### src/rtl/exp_pkg.sv
// Shared types and sizing for the softmax normalisation block.
// Sizing localparams reflect the default configuration; modules derive their own from parameters.
package exp_pkg;

   localparam int WIDTH_DEF = 64;
   localparam int DEPTH_DEF = 8;
   localparam int FRAC_DEF  = 16;

   localparam int SUM_W   = WIDTH_DEF + $clog2(DEPTH_DEF);
   localparam int DIV_CYC = WIDTH_DEF + FRAC_DEF;
   localparam int OUT_W   = FRAC_DEF + 1;

   typedef enum logic [1:0] {
      ACCUM  = 2'd0,
      DIVIDE = 2'd1,
      OUTPUT = 2'd2
   } state_t;

   // Accumulator width that cannot overflow for `depth` elements of `width` bits.
   function automatic int sum_width(input int width, input int depth);
      return width + $clog2(depth);
   endfunction

endpackage

### src/rtl/exp_normalizer_if.sv
// Input and output valid/ready streams of the exponent normaliser.
interface exp_normalizer_if #(
   parameter int WIDTH = 64,
   parameter int FRAC  = 16
);
   logic             in_valid;
   logic             in_ready;
   logic [WIDTH-1:0] in_data;
   logic             in_last;
   logic             out_valid;
   logic             out_ready;
   logic [FRAC:0]    out_data;
   logic             out_last;
   logic             out_err;

   modport master (
      output in_valid, in_data, in_last, out_ready,
      input  in_ready, out_valid, out_data, out_last, out_err
   );

   modport slave (
      input  in_valid, in_data, in_last, out_ready,
      output in_ready, out_valid, out_data, out_last, out_err
   );
endinterface

### src/rtl/exp_normalizer_divider.sv
// Sequential restoring divider: one quotient bit per clock, NUM_W cycles total.
// Only the low Q_W quotient bits are kept; the caller guarantees the rest are zero.
module seq_divider #(
   parameter int NUM_W = 80,
   parameter int DEN_W = 67,
   parameter int Q_W   = 17
) (
   input  logic             clk,
   input  logic             rst_n,
   input  logic             start,
   input  logic [NUM_W-1:0] num,
   input  logic [DEN_W-1:0] den,
   output logic [Q_W-1:0]   quot,
   output logic             div_zero,
   output logic             done
);
   localparam int CNT_W = $clog2(NUM_W + 1);

   logic [DEN_W-1:0] rem_reg;
   logic [NUM_W-1:0] num_reg;
   logic [DEN_W-1:0] den_reg;
   logic [Q_W-1:0]   quot_reg;
   logic [CNT_W-1:0] cnt_reg;
   logic             zero_reg;
   logic             busy_reg;
   logic             done_reg;

   logic [DEN_W-1:0] src_rem;
   logic [NUM_W-1:0] src_num;
   logic [DEN_W-1:0] src_den;
   logic [Q_W-1:0]   src_quot;
   logic             src_zero;
   logic [DEN_W:0]   trial;
   logic [DEN_W:0]   diff;
   logic             take;
   logic [DEN_W-1:0] rem_next;

   // The start cycle already performs the first iteration from the fresh operands.
   always_comb begin
      src_rem  = start ? '0 : rem_reg;
      src_num  = start ? num : num_reg;
      src_den  = start ? den : den_reg;
      src_quot = start ? '0 : quot_reg;
      src_zero = start ? (den == '0) : zero_reg;
      trial    = {src_rem, src_num[NUM_W-1]};
      diff     = trial - {1'b0, src_den};
      take     = !src_zero && (trial >= {1'b0, src_den});
      rem_next = take ? diff[DEN_W-1:0] : trial[DEN_W-1:0];
   end

   always_ff @(posedge clk or negedge rst_n) begin
      if (!rst_n) begin
         rem_reg  <= '0;
         num_reg  <= '0;
         den_reg  <= '0;
         quot_reg <= '0;
         cnt_reg  <= '0;
         zero_reg <= 1'b0;
         busy_reg <= 1'b0;
         done_reg <= 1'b0;
      end else begin
         done_reg <= 1'b0;
         if (start || busy_reg) begin
            rem_reg  <= rem_next;
            num_reg  <= src_num << 1;
            quot_reg <= {src_quot[Q_W-2:0], take};
         end
         if (start) begin
            den_reg  <= den;
            zero_reg <= (den == '0);
            cnt_reg  <= CNT_W'(NUM_W - 1);
            busy_reg <= 1'b1;
         end else if (busy_reg) begin
            cnt_reg <= cnt_reg - CNT_W'(1);
            if (cnt_reg == CNT_W'(1)) begin
               busy_reg <= 1'b0;
               done_reg <= 1'b1;
            end
         end
      end
   end

   assign quot     = quot_reg;
   assign div_zero = zero_reg;
   assign done     = done_reg;

endmodule

### src/rtl/exp_normalizer.sv
// Softmax normaliser: buffers a vector of exponents, sums them, then streams
// floor((element << FRAC) / sum) for each element.
module exp_normalizer
   import exp_pkg::*;
#(
   parameter int WIDTH = WIDTH_DEF,
   parameter int DEPTH = DEPTH_DEF,
   parameter int FRAC  = FRAC_DEF
) (
   input  logic          clk,
   input  logic          rst_n,
   exp_normalizer_if.slave bus
);
   localparam int S_W   = sum_width(WIDTH, DEPTH);
   localparam int N_W   = WIDTH + FRAC;
   localparam int Q_W   = FRAC + 1;
   localparam int CNT_W = $clog2(DEPTH + 1);
   localparam int IDX_W = (DEPTH > 1) ? $clog2(DEPTH) : 1;

   state_t           state_reg;
   logic [CNT_W-1:0] count_reg;
   logic [CNT_W-1:0] len_reg;
   logic [CNT_W-1:0] idx_reg;
   logic [S_W-1:0]   sum_reg;
   logic             start_reg;
   logic             in_ready_reg;
   logic             out_valid_reg;
   logic [Q_W-1:0]   out_data_reg;
   logic             out_last_reg;
   logic             out_err_reg;

   logic [WIDTH-1:0] elem_mem [DEPTH];

   logic             accept;
   logic             fill;
   logic [N_W-1:0]   div_num;
   logic [Q_W-1:0]   div_quot;
   logic             div_zero;
   logic             div_done;

   assign accept  = in_ready_reg && bus.in_valid;
   assign fill    = (count_reg == CNT_W'(DEPTH - 1));
   assign div_num = {elem_mem[idx_reg[IDX_W-1:0]], {FRAC{1'b0}}};

   always_ff @(posedge clk) begin
      if (accept) begin
         elem_mem[count_reg[IDX_W-1:0]] <= bus.in_data;
      end
   end

   seq_divider #(
      .NUM_W (N_W),
      .DEN_W (S_W),
      .Q_W   (Q_W)
   ) u_div (
      .clk      (clk),
      .rst_n    (rst_n),
      .start    (start_reg),
      .num      (div_num),
      .den      (sum_reg),
      .quot     (div_quot),
      .div_zero (div_zero),
      .done     (div_done)
   );

   always_ff @(posedge clk or negedge rst_n) begin
      if (!rst_n) begin
         state_reg     <= ACCUM;
         count_reg     <= '0;
         len_reg       <= '0;
         idx_reg       <= '0;
         sum_reg       <= '0;
         start_reg     <= 1'b0;
         in_ready_reg  <= 1'b1;
         out_valid_reg <= 1'b0;
         out_data_reg  <= '0;
         out_last_reg  <= 1'b0;
         out_err_reg   <= 1'b0;
      end else begin
         start_reg <= 1'b0;
         case (state_reg)
            ACCUM: begin
               if (accept) begin
                  sum_reg   <= sum_reg + S_W'(bus.in_data);
                  count_reg <= count_reg + CNT_W'(1);
                  // A full buffer terminates the vector even without in_last.
                  if (bus.in_last || fill) begin
                     len_reg      <= count_reg + CNT_W'(1);
                     idx_reg      <= '0;
                     in_ready_reg <= 1'b0;
                     start_reg    <= 1'b1;
                     state_reg    <= DIVIDE;
                  end
               end
            end
            DIVIDE: begin
               if (div_done) begin
                  out_valid_reg <= 1'b1;
                  out_data_reg  <= div_quot;
                  out_err_reg   <= div_zero;
                  out_last_reg  <= (idx_reg == len_reg - CNT_W'(1));
                  state_reg     <= OUTPUT;
               end
            end
            OUTPUT: begin
               if (bus.out_ready) begin
                  out_valid_reg <= 1'b0;
                  if (out_last_reg) begin
                     sum_reg      <= '0;
                     count_reg    <= '0;
                     in_ready_reg <= 1'b1;
                     state_reg    <= ACCUM;
                  end else begin
                     idx_reg   <= idx_reg + CNT_W'(1);
                     start_reg <= 1'b1;
                     state_reg <= DIVIDE;
                  end
               end
            end
            default: begin
               state_reg <= ACCUM;
            end
         endcase
      end
   end

   assign bus.in_ready  = in_ready_reg;
   assign bus.out_valid = out_valid_reg;
   assign bus.out_data  = out_data_reg;
   assign bus.out_last  = out_last_reg;
   assign bus.out_err   = out_err_reg;

endmodule

### src/flat_wrapper.sv
// flat-port wrapper written by rule: the top's interface ports become plain ports
module exp_normalizer_flat import exp_pkg::*;
#(
   parameter int WIDTH = WIDTH_DEF,
   parameter int DEPTH = DEPTH_DEF,
   parameter int FRAC  = FRAC_DEF
)
  (clk, rst_n, bus_in_valid, bus_in_data, bus_in_last, bus_out_ready, bus_in_ready, bus_out_valid, bus_out_data, bus_out_last, bus_out_err);
  exp_normalizer_if #(.WIDTH(WIDTH), .FRAC(FRAC)) bus_i ();
  input  logic clk;
  input  logic rst_n;
  input wire logic [$bits(bus_i.in_valid)-1:0] bus_in_valid;
  input wire logic [$bits(bus_i.in_data)-1:0] bus_in_data;
  input wire logic [$bits(bus_i.in_last)-1:0] bus_in_last;
  input wire logic [$bits(bus_i.out_ready)-1:0] bus_out_ready;
  output wire logic [$bits(bus_i.in_ready)-1:0] bus_in_ready;
  output wire logic [$bits(bus_i.out_valid)-1:0] bus_out_valid;
  output wire logic [$bits(bus_i.out_data)-1:0] bus_out_data;
  output wire logic [$bits(bus_i.out_last)-1:0] bus_out_last;
  output wire logic [$bits(bus_i.out_err)-1:0] bus_out_err;
  assign bus_i.in_valid = bus_in_valid;
  assign bus_i.in_data = bus_in_data;
  assign bus_i.in_last = bus_in_last;
  assign bus_i.out_ready = bus_out_ready;
  assign bus_in_ready = bus_i.in_ready;
  assign bus_out_valid = bus_i.out_valid;
  assign bus_out_data = bus_i.out_data;
  assign bus_out_last = bus_i.out_last;
  assign bus_out_err = bus_i.out_err;
  exp_normalizer #(.WIDTH(WIDTH), .DEPTH(DEPTH), .FRAC(FRAC)) u_core (.clk(clk), .rst_n(rst_n), .bus(bus_i));
endmodule
### config.mk
export PLATFORM = sky130hd
export DESIGN_NAME = exp_normalizer_flat
export DESIGN_NICKNAME = d
export VERILOG_FILES = /design/src/rtl/exp_pkg.sv /design/src/rtl/exp_normalizer_if.sv /design/src/rtl/exp_normalizer_divider.sv /design/src/rtl/exp_normalizer.sv /design/src/flat_wrapper.sv
export SDC_FILE = /design/constraint.sdc
export NUM_CORES = 1
export LEC_CHECK = 0
export ABC_CLOCK_PERIOD_IN_PS = 7600
export BUFFER_PORTS_ARGS = -buffer_cell sky130_fd_sc_hd__buf_2
export CORE_AREA = 4 4 383 385
export CTS_BUF_LIST = sky130_fd_sc_hd__clkbuf_4 sky130_fd_sc_hd__clkbuf_8
export CTS_CLUSTER_DIAMETER = 40
export CTS_CLUSTER_SIZE = 16
export DETAILED_ROUTE_END_ITERATION = 6
export DIE_AREA = 0 0 387 389
export PLACE_DENSITY = 0.48
export SYNTH_ARGS = -nofsm -noshare
export SYNTH_HDL_FRONTEND = slang
export SYNTH_SLANG_ARGS = --single-unit
### constraint.sdc
create_clock -name clk -period 7.6 [get_ports clk]
set_clock_uncertainty 0.15 [all_clocks]
set_input_delay 1.52 -clock clk [delete_from_list [all_inputs] [get_ports clk]]
set_output_delay 1.52 -clock clk [all_outputs]
set_load 0.01 [all_outputs]
## After elaboration in Yosys (flattened, before gate mapping)

Memories as Yosys holds them, arrays and structs flattened.
Cells that the tools add are included.

| storage, ports and cells | value |
|---|---|
| register bits | 343 |
| output and inout port bits | 21 |
| RAM bits | 512 |
| memories | 1 |
| logic and storage cells | 103 |
| input bits | 69 |

| cells by class | value |
|---|---|
| multiplexer cells | 48 |
| $lt $le $gt $ge | 1 |
| $add $sub $neg | 6 |
| reduce and logical (&&, ||, !) cells | 17 |
| eq/ne operators | 11 |

Memory list:

| name | words | bits a word | rd ports | clocked after Yosys merged registers in | write ports | RTL line | text |
|---|---|---|---|---|---|---|---|
| u_core.elem_mem | 8 | 64 | 1 | 0 | 1 | exp_normalizer.sv:32 | `logic [WIDTH-1:0] elem_mem [DEPTH];` |

Operators with widths:

| cell | count |
|---|---|
| 67-bit 2-to-1 mux | 6 |
| 67-bit one-hot mux with 2 select lines | 1 |
| 80-bit 2-to-1 mux | 1 |
| 68-bit by 67-bit greater-or-equal comparator with 1-bit output | 1 |
| 67-bit by 64-bit adder with 67-bit output | 1 |
| 67-bit logical NOT | 1 |
| 67-bit subtractor | 1 |
| 4-bit 2-to-1 mux | 7 |
| 1-bit 2-to-1 mux | 20 |
| 16-bit 2-to-1 mux | 1 |
| 4-bit one-hot mux with 2 select lines | 2 |
| 7-bit 2-to-1 mux | 2 |
| 5-bit AND reduction | 2 |
| 4-bit by 1-bit adder with 4-bit output, second input constant | 2 |
| 2-bit 2-to-1 mux | 4 |
| 4-bit AND reduction | 2 |
| 7-bit by 1-bit equality test with 1-bit output, second input constant | 1 |
| 7-bit by 1-bit subtractor with 7-bit output, second input constant | 1 |
| 2-bit by 1-bit inequality test with 1-bit output, second input constant | 3 |
| 2-bit inequality test, second input constant | 3 |
| 1-bit one-hot mux with 2 select lines | 3 |
| 2-bit one-hot mux with 3 select lines | 1 |
| 3-bit AND reduction | 2 |
| 2-bit nonzero test | 3 |
| 10 further kinds | 12 |

## Logic depth before layout (Yosys ltp)

| depth | value |
|---|---|
| depth after elaboration | 5 |
| mapped depth | 20 |
| mapped depth without buffers | 17 |

## By module

From an unflattened synthesis, not the netlist that was laid out.

| unflattened totals | value |
|---|---|
| cells, all modules | 3383 |
| area, all modules | 42250.5 um^2 |

By module, submodules not included:

| module | instances | sequential area each (um^2) | area each (um^2) | cells an instance |
|---|---|---|---|---|
| exp_normalizer | 1 | 17953.5 | 27326.2 | 1726 |
| seq_divider | 1 | 6005.8 | 14924.3 | 1657 |

## Worst setup path before layout

No wires, ideal clock.

| timing | value |
|---|---|
| kind | in2reg |
| from | input port bus_in_valid |
| to | memory u_core.elem_mem[1][0] (enable) |
| stages on the path | 2 |
| arrival time | 5.981 ns |
| buffers on the path | 0 |
| library setup time | 0.565 ns |
| required time | 6.885 ns |
| setup slack | 0.904 ns |
| cell sequence | nand2_1 > nor3_1 |

| on the way | value |
|---|---|
| cells in the longest elaborated chain, start to end | 3 |

Ends and longest elaborated chain:

| what | RTL line | text |
|---|---|---|
| from (decl) | flat_wrapper.sv:12 | `input wire logic [$bits(bus_i.in_valid)-1:0] bus_in_valid;` |
| 1-bit logical AND | exp_normalizer.sv:41 | `assign accept = in_ready_reg && bus.in_valid;` |
| 1-bit 2-to-1 mux | exp_normalizer.sv:46 | `if (accept) begin` |
| 1-bit 2-to-1 mux (implied by the code) | exp_normalizer.sv:47 | `elem_mem[count_reg[IDX_W-1:0]] <= bus.in_data;` |
| to (decl) | exp_normalizer.sv:32 |  |

Every way passes these cells.

## Worst setup path after layout

| timing | value |
|---|---|
| from | register u_core.idx_reg[0] |
| to | register u_core.u_div.rem_reg[61] |

| on the way | value |
|---|---|
| cells in the longest elaborated chain, start to end | 5 |
| elaborated cells between the ends (all ways) | 6 |
| classes of those cells | add/sub (1); order compare (1); mux (2); reduce/logical (1); memory (1) |

Ends and longest elaborated chain:

| what | RTL line | text |
|---|---|---|
| from (decl) | exp_normalizer.sv:23 | `logic [CNT_W-1:0] idx_reg;` |
| from (signal assigned) | exp_normalizer.sv:114 | `idx_reg <= idx_reg + CNT_W'(1);` |
| memory read 8 x 64 bit (*) | n/a |  |
| 80-bit 2-to-1 mux (*) | exp_normalizer_divider.sv:41 | `src_num = start ? num : num_reg;` |
| 68-bit by 67-bit greater-or-equal comparator with 1-bit output | exp_normalizer_divider.sv:47 | `take = !src_zero && (trial >= {1'b0, src_den});` |
| 1-bit logical AND | exp_normalizer_divider.sv:47 |  |
| 67-bit 2-to-1 mux (*) | exp_normalizer_divider.sv:48 | `rem_next = take ? diff[DEN_W-1:0] : trial[DEN_W-1:0];` |
| to (signal assigned) | exp_normalizer_divider.sv:64 | `rem_reg <= rem_next;` |
| to (decl) | exp_normalizer_divider.sv:19 | `logic [DEN_W-1:0] rem_reg;` |

Every way passes the cells marked *; elsewhere a longest branch is shown, timed or not.
A chain may end at the register's enable or synchronous reset.

==> impl_metrics.json <==
{
  "status": "finished, violations left",
  "violations": "design-rule violations",
  "die_w_um": 387,
  "overflow": 0,
  "yosys_warnings": 0,
  "die-height_um": 389,
  "required_ps": 8110,
  "grt_first_pass_wirelength_mm": 174,
  "dp_slack_ps": 1560,
  "tightest_slew_ps": 1130,
  "drv_slew": 0,
  "ys_async_sr_fraction_pct": 39.0,
  "syn_area_sq_um": 41300,
  "gp_congestion": 0.850,
  "cpMostUsedCell": "nand2_1",
  "start_kind": "flip-flop",
  "synth_area_leaders": "edfxtp_1 (37%), dfrtp_1 (20%), mux4_2 (7.0%)",
  "cap_violations": 0,
  "grt_max_degree": 121,
  "area_growth_pct": 13.7,
  "synth_area_leader_cell": "edfxtp_1",
  "cts_setup_buffers": 0,
  "cts_made_buffers": 133,
  "finalSetupTns_ps": 0,
  "wl_per_cell_um": 21.1,
  "max_freq_ghz": 0.169,
  "clock-sinks": 839,
  "cp_max_fo": 44,
  "ys.flop_type": "edfxtp_1",
  "post_synth_num_cell_types": 83,
  "yosysSeqAreaShare_pct": 57.1,
  "dp_hpwl_mm": 74.0,
  "initial_core_util_pct": 28.8,
  "ios": 90,
  "clk_pin_slew_ps": 70,
  "syn_avg_cell_area_sq_um": 12.6,
  "antenna_left": 0,
  "pwr_density_cell_nw_per_um2": 298,
  "ctsResizeCount": 0,
  "postCtsHoldBufs": 0,
  "worst_path_max_delay_cell": "dfrtp_4",
  "htreeDepth": 4,
  "synth_edf_count": 512,
  "layout_commonest_cell": "edfxtp_1",
  "grt_pass1_vias": 27400,
  "drt_iter0_drc": 1728,
  "max-vdd-ir-drop_v": 0.000220,
  "mostFrequentLayoutCells": "edfxtp_1 (512), dfrtp_1 (321), a21oi_1 (254)",
  "rows": 139,
  "largest_register_ffs": 512,
  "setup_ws_ps": 1670,
  "drive_gt1_share_pct": 15.9,
  "fin_crit_ps": 5930,
  "power.leakage_nw": 18.0,
  "core_sq_um": 143000,
  "setup_viol": 0,
  "root_buffer": "clkbuf_8",
  "via_per_inst": 4.98,
  "crit_path_end_kind": "flip-flop",
  "clk_path_buf_depth": 3,
  "hold_class": "reg2reg",
  "synth-seq-cells": 839,
  "grt_use_total_pct": 14.9,
  "io_buffers": 89,
  "cp_cell_sequence": "mux4_2 -> mux2i_1 -> nand2_1 -> o21ai_0 -> ha_1 -> inv_1 -> fa_1 -> a211oi_1 -> o21ai_1 -> a21oi_1 -> nand2_1 -> a211oi_1 -> o31a_1 -> o31a_1 -> o21ai_4 -> nand2_1 -> buf_4 -> o211ai_1",
  "post-route-period-util_pct": 78.0,
  "critical_path_class": "reg2reg",
  "cts_tree": "done",
  "drcViolationCount": 1,
  "drtPass1Iterations": 7,
  "clk_latency_ps": 840,
  "yosysTopAreaCellShare_pct": 37.3,
  "rsz0062_at_grt": "false",
  "num_vias": 26700,
  "antenna_found_initial": 18,
  "finalHoldViolCount": 0,
  "timing.slew.headroom_pct": 24.8,
  "dieArea_sq_um": 151000,
  "synthCells": 3280,
  "nNetsFinal": 3568,
  "max_stage_delay_ps": 760,
  "drt_wl_total_mm": 114,
  "synth.net_count": 3487,
  "worstPathArrival_ps": 6440
}
==> cells in the mapped netlist, types with 9 or more instances <==
| master | instances |
|---|---|
| a211oi_1 | 75 |
| a21boi_0 | 12 |
| a21o_1 | 73 |
| a21oi_1 | 254 |
| a2bb2oi_1 | 41 |
| a31oi_1 | 13 |
| and2_1 | 9 |
| and3_1 | 9 |
| buf_1 | 24 |
| buf_2 | 11 |
| clkbuf_1 | 149 |
| dfrtp_1 | 326 |
| edfxtp_1 | 512 |
| ha_1 | 136 |
| inv_1 | 114 |
| mux2_2 | 22 |
| mux2i_1 | 173 |
| mux4_2 | 128 |
| nand2_1 | 236 |
| nand2b_1 | 20 |
| nand3_1 | 40 |
| nand4_1 | 51 |
| nor2_1 | 153 |
| nor2b_1 | 145 |
| nor3_1 | 23 |
| nor4_1 | 24 |
| o211ai_1 | 17 |
| o21a_1 | 15 |
| o21ai_0 | 143 |
| o21bai_1 | 33 |
| o22ai_1 | 38 |
| o31ai_1 | 17 |
| or3_1 | 10 |
| xnor2_1 | 67 |
| xor2_1 | 58 |
==> final cells by class <==
class | instances | area, sq um
fillers | 14300 | 96200
well taps | 1903 | 2380
flip-flops and latches | 839 | 23600
clock inverters | 89 | 1100
diodes | 8 | 20.0
inverters | 116 | 435
multi-input cells | 2138 | 16600
repair buffers | 133 | 823
clock buffers | 148 | 1970
==> worst paths after layout <==
check                                                         start                                    to  slack [ps]  cells past startpoint
worst min register to register  u_core.u_div.rem_reg[2]$_DFFE_PN0P_   u_core.u_div.rem_reg[2]$_DFFE_PN0P_         330                      2
worst min-delay path            u_core.u_div.rem_reg[2]$_DFFE_PN0P_   u_core.u_div.rem_reg[2]$_DFFE_PN0P_         330                      2
min in group asynchronous                                     rst_n  u_core.u_div.rem_reg[57]$_DFFE_PN0P_         530                      1
worst max register to register        u_core.idx_reg[0]$_DFFE_PN0P_  u_core.u_div.rem_reg[61]$_DFFE_PN0P_        1670                     18
max in group asynchronous                                     rst_n        u_core.sum_reg[12]$_DFFE_PN0P_        5190                      2
worst max-delay path                  u_core.idx_reg[0]$_DFFE_PN0P_  u_core.u_div.rem_reg[61]$_DFFE_PN0P_        1670                     18
==> per-stage QoR <==
stage,hold WS (ps),std cells,power [mW],utilization [%],area (sq um)
after floorplan,292,3280,8.56,-,41300
after global placement,311,5129,9.61,30.6,43800
after detailed placement,312,5129,9.60,30.6,43800
after CTS,334,5366,14.2,32.8,46900
after global routing,350,5367,14.8,32.8,46900
final,329,5374,14.0,32.8,46900
==> critical path, delay by kind of cell, from the launching register on <==
family	cells	cell delay (ps)
multiplexers	2	760
flip-flops	1	760
buffers and inverters	2	590
AND/OR/NAND/NOR	3	440
AO/OA/AOI/OAI	9	2330
adder cells (fa/ha/maj)	2	720
==> report_power, final <==
part	internal [mW]	leakage, nW	total (mW)	switching, mW
Combinational	1.69	7.57	4.13	2.44
Sequential	5.16	8.94	5.39	0.227
Clock	2.37	1.53	4.46	2.09
Total	9.22	18.0	14.0	4.76
==> metal layers <==
| layer | track usage [%] | up-vias | share of wire [%] |
|---|---|---|---|
| met5 | 0 | - | 0.049 |
| met4 | 4.43 | 8 | 2.3 |
| met3 | 3.43 | 167 | 5.3 |
| met2 | 23.6 | 539 | 46 |
| met1 | 20.5 | 13500 | 47 |
| li1 | - | 12600 | - |
==> cell families (layout without fill, tap and decap cells) <==
logic type	after synthesis	after routing	synth area share, %
muxes	323	323	11.8
DFF	839	839	57.1
buffers and inverters	303	486	2.83
adders and majority gates	138	138	4.22
and+or+nand+nor	748	748	8.94
other	0	8	0
AOI/OAI and AO/OA	804	804	12.5
xor gates and xnor gates	125	125	2.65
(Power assumes the default switching activity.)
